File: config.mk
export PLATFORM = sky130hd
export DESIGN_NAME = fcmp_stage
export DESIGN_NICKNAME = d
export VERILOG_FILES = /design/src/rtl/fpu_pkg.sv /design/src/rtl/fcmp_key.sv /design/src/rtl/fcmp_stage.sv
export SDC_FILE = /design/constraint.sdc
export NUM_CORES = 1
export LEC_CHECK = 0
export CORE_MARGIN = 2
export CORE_UTILIZATION = 26
export CTS_BUF_LIST = sky130_fd_sc_hd__clkbuf_8 sky130_fd_sc_hd__clkbuf_16
export DETAILED_ROUTE_END_ITERATION = 7
export GPL_TIMING_DRIVEN = 0
export MAX_ROUTING_LAYER = met4
export PLACE_DENSITY = 0.49
export SLEW_MARGIN = 30
export SYNTH_ARGS = -nofsm -noshare
export SYNTH_HDL_FRONTEND = slang
export SYNTH_SLANG_ARGS = --single-unit
File: constraint.sdc
create_clock -name clk -period 3.9 [get_ports clk]
set_input_delay 0.78 -clock clk [delete_from_list [all_inputs] [get_ports clk]]
set_output_delay 0.78 -clock clk [all_outputs]
set_load 0.01 [all_outputs]
File: src/rtl/fpu_pkg.sv
// Shared FPU definitions: compare-op encodings and IEEE-754 single field widths.
package fpu_pkg;

  localparam int FLT_W = 32;
  localparam int EXP_W = 8;
  localparam int MAN_W = 23;

  typedef enum logic [1:0] {
    FCMP_EQ  = 2'b00,
    FCMP_LT  = 2'b01,
    FCMP_LE  = 2'b10,
    FCMP_RSV = 2'b11
  } fcmp_op_t;

endpackage

File: src/rtl/fcmp_key.sv
// Maps an IEEE-754 single to a 32-bit key whose unsigned order matches the
// float order. Zero-exponent inputs (+/-0 and denormals) all map to the +0 key.
//   f   : float operand
//   key : ordered key {s', e', m'}
module fcmp_key
  import fpu_pkg::*;
(
  input  logic [FLT_W-1:0] f,
  output logic [FLT_W-1:0] key
);

  logic             sgn;
  logic [EXP_W-1:0] expo;
  logic [MAN_W-1:0] man;

  assign sgn  = f[FLT_W-1];
  assign expo = f[FLT_W-2 -: EXP_W];
  assign man  = f[MAN_W-1:0];

  always_comb begin
    key = {1'b1, {(FLT_W-1){1'b0}}};
    if (expo != '0) begin
      // Negative values get exponent and mantissa inverted so that larger
      // magnitudes sort lower; positive values keep them and sit above.
      if (sgn) key = {1'b0, ~expo, ~man};
      else     key = {1'b1, expo, man};
    end
  end

endmodule

File: src/rtl/fcmp_stage.sv
// Two-stage pipelined FPU compare (feq/flt/fle) with valid/ready handshake.
//   clk, rst              : clock, synchronous active-high reset
//   in_valid/in_ready     : request handshake; in_op, in_tag, x1, x2 are the request
//   out_valid/out_ready   : result handshake; y (0/1), out_tag, out_illegal
// S1 holds the ordered keys, S2 holds the compare result. in_ready is
// combinational from out_ready: the whole pipe advances together when the
// output side can drain, and empty stages always accept.
module fcmp_stage
  import fpu_pkg::*;
#(
  parameter int TAG_W = 5
) (
  input  logic             clk,
  input  logic             rst,
  input  logic             in_valid,
  output logic             in_ready,
  input  logic [1:0]       in_op,
  input  logic [TAG_W-1:0] in_tag,
  input  logic [FLT_W-1:0] x1,
  input  logic [FLT_W-1:0] x2,
  output logic             out_valid,
  input  logic             out_ready,
  output logic [TAG_W-1:0] out_tag,
  output logic [FLT_W-1:0] y,
  output logic             out_illegal
);

  logic [FLT_W-1:0] k1_d, k2_d;

  fcmp_key u_key1 (.f(x1), .key(k1_d));
  fcmp_key u_key2 (.f(x2), .key(k2_d));

  logic             s1_valid, s2_valid;
  logic             s1_adv, s2_adv;
  fcmp_op_t         s1_op;
  logic [TAG_W-1:0] s1_tag;
  logic [FLT_W-1:0] s1_k1, s1_k2;

  assign s2_adv   = ~s2_valid | out_ready;
  assign s1_adv   = ~s1_valid | s2_adv;
  assign in_ready = s1_adv;

  // S1: keys, op and tag
  always_ff @(posedge clk) begin
    if (rst) begin
      s1_valid <= 1'b0;
      s1_op    <= FCMP_EQ;
      s1_tag   <= '0;
      s1_k1    <= '0;
      s1_k2    <= '0;
    end else if (s1_adv) begin
      s1_valid <= in_valid;
      if (in_valid) begin
        s1_op  <= fcmp_op_t'(in_op);
        s1_tag <= in_tag;
        s1_k1  <= k1_d;
        s1_k2  <= k2_d;
      end
    end
  end

  logic             eq, lt;
  logic [FLT_W-1:0] y_d;
  logic             ill_d;

  always_comb begin
    eq    = (s1_k1 == s1_k2);
    lt    = (s1_k1 < s1_k2);
    y_d   = '0;
    ill_d = 1'b0;
    case (s1_op)
      FCMP_EQ: y_d = {{(FLT_W-1){1'b0}}, eq};
      FCMP_LT: y_d = {{(FLT_W-1){1'b0}}, lt};
      FCMP_LE: y_d = {{(FLT_W-1){1'b0}}, lt | eq};
      default: ill_d = 1'b1;
    endcase
  end

  // S2: result registers; held while stalled since they only load on s2_adv
  always_ff @(posedge clk) begin
    if (rst) begin
      s2_valid    <= 1'b0;
      y           <= '0;
      out_tag     <= '0;
      out_illegal <= 1'b0;
    end else if (s2_adv) begin
      s2_valid <= s1_valid;
      if (s1_valid) begin
        y           <= y_d;
        out_tag     <= s1_tag;
        out_illegal <= ill_d;
      end
    end
  end

  assign out_valid = s2_valid;

endmodule
==> flow_summary.yaml <==
logic_synthesis:
  netlist_top_cells_area: "sky130_fd_sc_hd__dfxtp_1 (37%), sky130_fd_sc_hd__xor2_1 (12%), sky130_fd_sc_hd__a22oi_1 (11%)"
  syn_area_per_cell_sq_um: 8.59
  asr_flop_ratio_synth: 0
  synth_edf_count: 0
  yosys.cell_types.count: 35
  post_synth_instance_area_sq_um: 4360
  fraction_of_post_synthesis_cell_area_in_the_top_cell_type_by_area: 0.367
  yosysMostFrequentCell: "sky130_fd_sc_hd__dfxtp_1"
  synth_top_flop_cell: "sky130_fd_sc_hd__dfxtp_1"
  synthTopCellsByCount: "sky130_fd_sc_hd__dfxtp_1 (80), sky130_fd_sc_hd__nor2_1 (66), sky130_fd_sc_hd__a22oi_1 (62), sky130_fd_sc_hd__xor2_1 (62), sky130_fd_sc_hd__inv_1 (34)"
  synth-seq-area-share: 0.367
  synth_largest_area_cell: "sky130_fd_sc_hd__dfxtp_1"
  yosys_register_bits: 80
  post_synth_inst_count: 508
  count_of_yosys_warnings_during_synthesis: 0
timing:
  rsz_0062_raised_after_global_routing: "false"
  finalHoldViolCount: 0
  worst_slew_pin_slew_ps: 517
  period_share: 0.699
  maxSlewViolCount: 0
  final_setup_violations: 0
  slew_headroom: 0.655
  final.setup_skew_ps: 5.93
  layout_min_cycle_time_ps: 2730
  fmaxAchievable_mhz: 367
  setup-tns-final_ps: 0
critical_path:
  worstSetupStartpointType: "input port"
  worstReg2RegEnd: "y[0]"
  critical-path-max-stage-delay_ps: 550
  required_ps: 3120
  critical_path_class: "in2out"
  cp_slowest_cell: "sky130_fd_sc_hd__clkdlybuf4s50_1"
  worst_path_buffer_plus_inverter_count: 2
  reg2reg_setup_slack_ps: 1960
  worst_r2r_path_depth: 7
  worst_setup_path_end_kind: "primary output"
  critPathArrivalTime_ps: 1950
  worstPathCellList: "clkdlybuf4s50_1 -> nand3b_2 -> clkdlybuf4s50_1"
  critPathTopFamily: "buffers and inverters"
  crit_fanout: 4
  r2r_start: "s1_k2[14]"
  worst_path_most_repeated_cell: "sky130_fd_sc_hd__clkdlybuf4s50_1"
place:
  io_buffers: 80
  dp.final_hpwl_mm: 9.08
  finalWeightedCongestion: 0.827
final_layout:
  fin_util: 0.353
  final_nets: 736
  antenna-diode-count: 0
  area.sequential_sq_um: 1600
  layout-drive-gt1-share: 0.111
  multi_input_logic_area_sq_um: 2360
  fillers: 1713
  flow.area_growth_from_synthesis_pct: 33.4
clocking:
  cts.path.max_buffers: 2
  clock_tree_from_tritoncts: "built"
  cts.reportedPaths.clkPinSlew_ps: 60
  clkLatencyLatePin_ps: 330
  clockRootBuffer: "sky130_fd_sc_hd__clkbuf_16"
  hold_bufs_inserted_after_cts: 0
  cts_setup_buffers: 0
  clock_tree.htree_level_count: 3
  clock_sink_count: 80
  tritoncts.num_buffers: 9
  postCtsResizedCells: 0
power:
  power_density_nw_per_um2: 366
  power_leakage_uw: 0.00251
  vdd_ir_drop_max_mv: 0.213
worst_hold_path:
  hold_path_depth: 2
  worst_hold_startpoint: "s1_tag[4]"
  worst_hold_path_type: "reg2reg"
  destination_of_the_worst_hold_path: "s1_tag[4]"
run_status:
  status: "complete, no violations"
floorplan:
  floorplan.initialDensity: 0.265
  die-area_sq_um: 17800
  die_w_um: 134
  die_height_um: 134
  core-area_sq_um: 16500
  placementRows: 47
  design.portCount: 115
detailed_routing:
  route.detailed.wl_per_inst_um: 13.6
  routed_wirelength_mm: 11.6
  detail_route.first_pass.iterations: 4
  drt_initial_violations: 176
  vias_per_cell: 4.35
  antenna_left: 0
  remaining_drc_errors: 0
  route.vias.total: 3712
global_route:
  grt_remaining_overflow: 0
  grt_first_pass_wirelength_mm: 18.3
  grt_antenna_before_repair: 0
  grt_max_degree: 12
  vias_in_the_first_global_route: 3541
  global_route_usage_over_all_layers: 0.136
run:
  timing.max_cap.violations: 0
## worst max path at each step
stage,startpoint,end,slack [ps],cells past startpoint
2_1_floorplan,out_ready,in_ready,2100,1
3_3_place_gp,out_ready,in_ready,1170,3
3_5_place_dp,out_ready,in_ready,1180,3
4_1_cts,out_ready,in_ready,1170,3
5_1_grt,out_ready,in_ready,1140,3
6_report,out_ready,in_ready,1170,3
## routing by layer
layer / vias up / routed length, um / GRT usage
li1: 1910 / - / -
met4: 0 / 201 / 0.0508
met3: 15 / 506 / 0.0263
met5: - / 0 / -
met2: 93 / 5260 / 0.207
met1: 1694 / 5610 / 0.178
## where the power goes
group,leakage (uW),internal (uW),switching (uW)
combinational,0.00170,223,236
clock,0.000147,453,314
sequential,0.000659,873,31.9
total,0.00251,1550,582
## flip-flops by register name, indices dropped and copies added (netlist names)
| name | flops |
|---|---|
| s1_valid | 1 |
| s1_k1 | 32 |
| out_illegal | 1 |
| s1_tag | 5 |
| s1_op | 2 |
| s1_k2 | 32 |
| y | 1 |
| out_tag | 5 |
| out_valid | 1 |
## metrics by stage
stage                     instance area (sq um)  setup WS [ps]  std cells  power (uW)  hold slack (ps)
after floorplan                            4480           2100        538        1210              437
after global placement                     5550           1170        838        1370              443
after detailed placement                   5550           1180        838        1380              449
after CTS                                  5820           1170        853        2160              457
after global routing                       5820           1140        853        2250              482
final                                      5820           1170        853        2130              453
## worst register-to-register path, cell delays in order (launching register included)
cell and delay [ps]:
sky130_fd_sc_hd__dfxtp_1 330, sky130_fd_sc_hd__inv_1 50, sky130_fd_sc_hd__ha_1 330, sky130_fd_sc_hd__nand4_2 150, sky130_fd_sc_hd__nor4_2 360, sky130_fd_sc_hd__o21ai_0 170, sky130_fd_sc_hd__a311oi_1 310, sky130_fd_sc_hd__nor4_1 90
## final cells by class
cell class	instances	area share
clock buffers	11	0.0434
flip-flops and latches	80	0.275
inverters	34	0.0219
multi-input cells	360	0.406
plain buffers	64	0.0660
repair buffers	80	0.138
clock inverters	4	0.00258
well taps	220	0.0473
## cells by family (layout without fill, tap and decap cells)
logic type	count (synthesis)	count (layout)	share of synthesized area
AOI/OAI and AO/OA	108	108	0.169
xor gates and xnor gates	63	63	0.126
adders and majority gates	32	32	0.0918
buffers and inverters	98	193	0.117
DFF	80	80	0.367
other	1	31	0.000860
and+or+nand+nor	126	126	0.128
## cell usage in the layout (no fill, tap or decap), types with 11 or more instances in the layout
master and n:
sky130_fd_sc_hd__clkdlybuf4s50_1 80, sky130_fd_sc_hd__dfxtp_1 80, sky130_fd_sc_hd__nor2_1 66, sky130_fd_sc_hd__xor2_1 62
sky130_fd_sc_hd__a22oi_1 62, sky130_fd_sc_hd__inv_1 38, sky130_fd_sc_hd__ha_1 32, sky130_fd_sc_hd__buf_4 31
sky130_fd_sc_hd__conb_1 31, sky130_fd_sc_hd__nand2_1 29, sky130_fd_sc_hd__a21oi_1 28, sky130_fd_sc_hd__buf_2 22
sky130_fd_sc_hd__clkbuf_1 11
No activity file was read; power rests on OpenSTA's default activity.
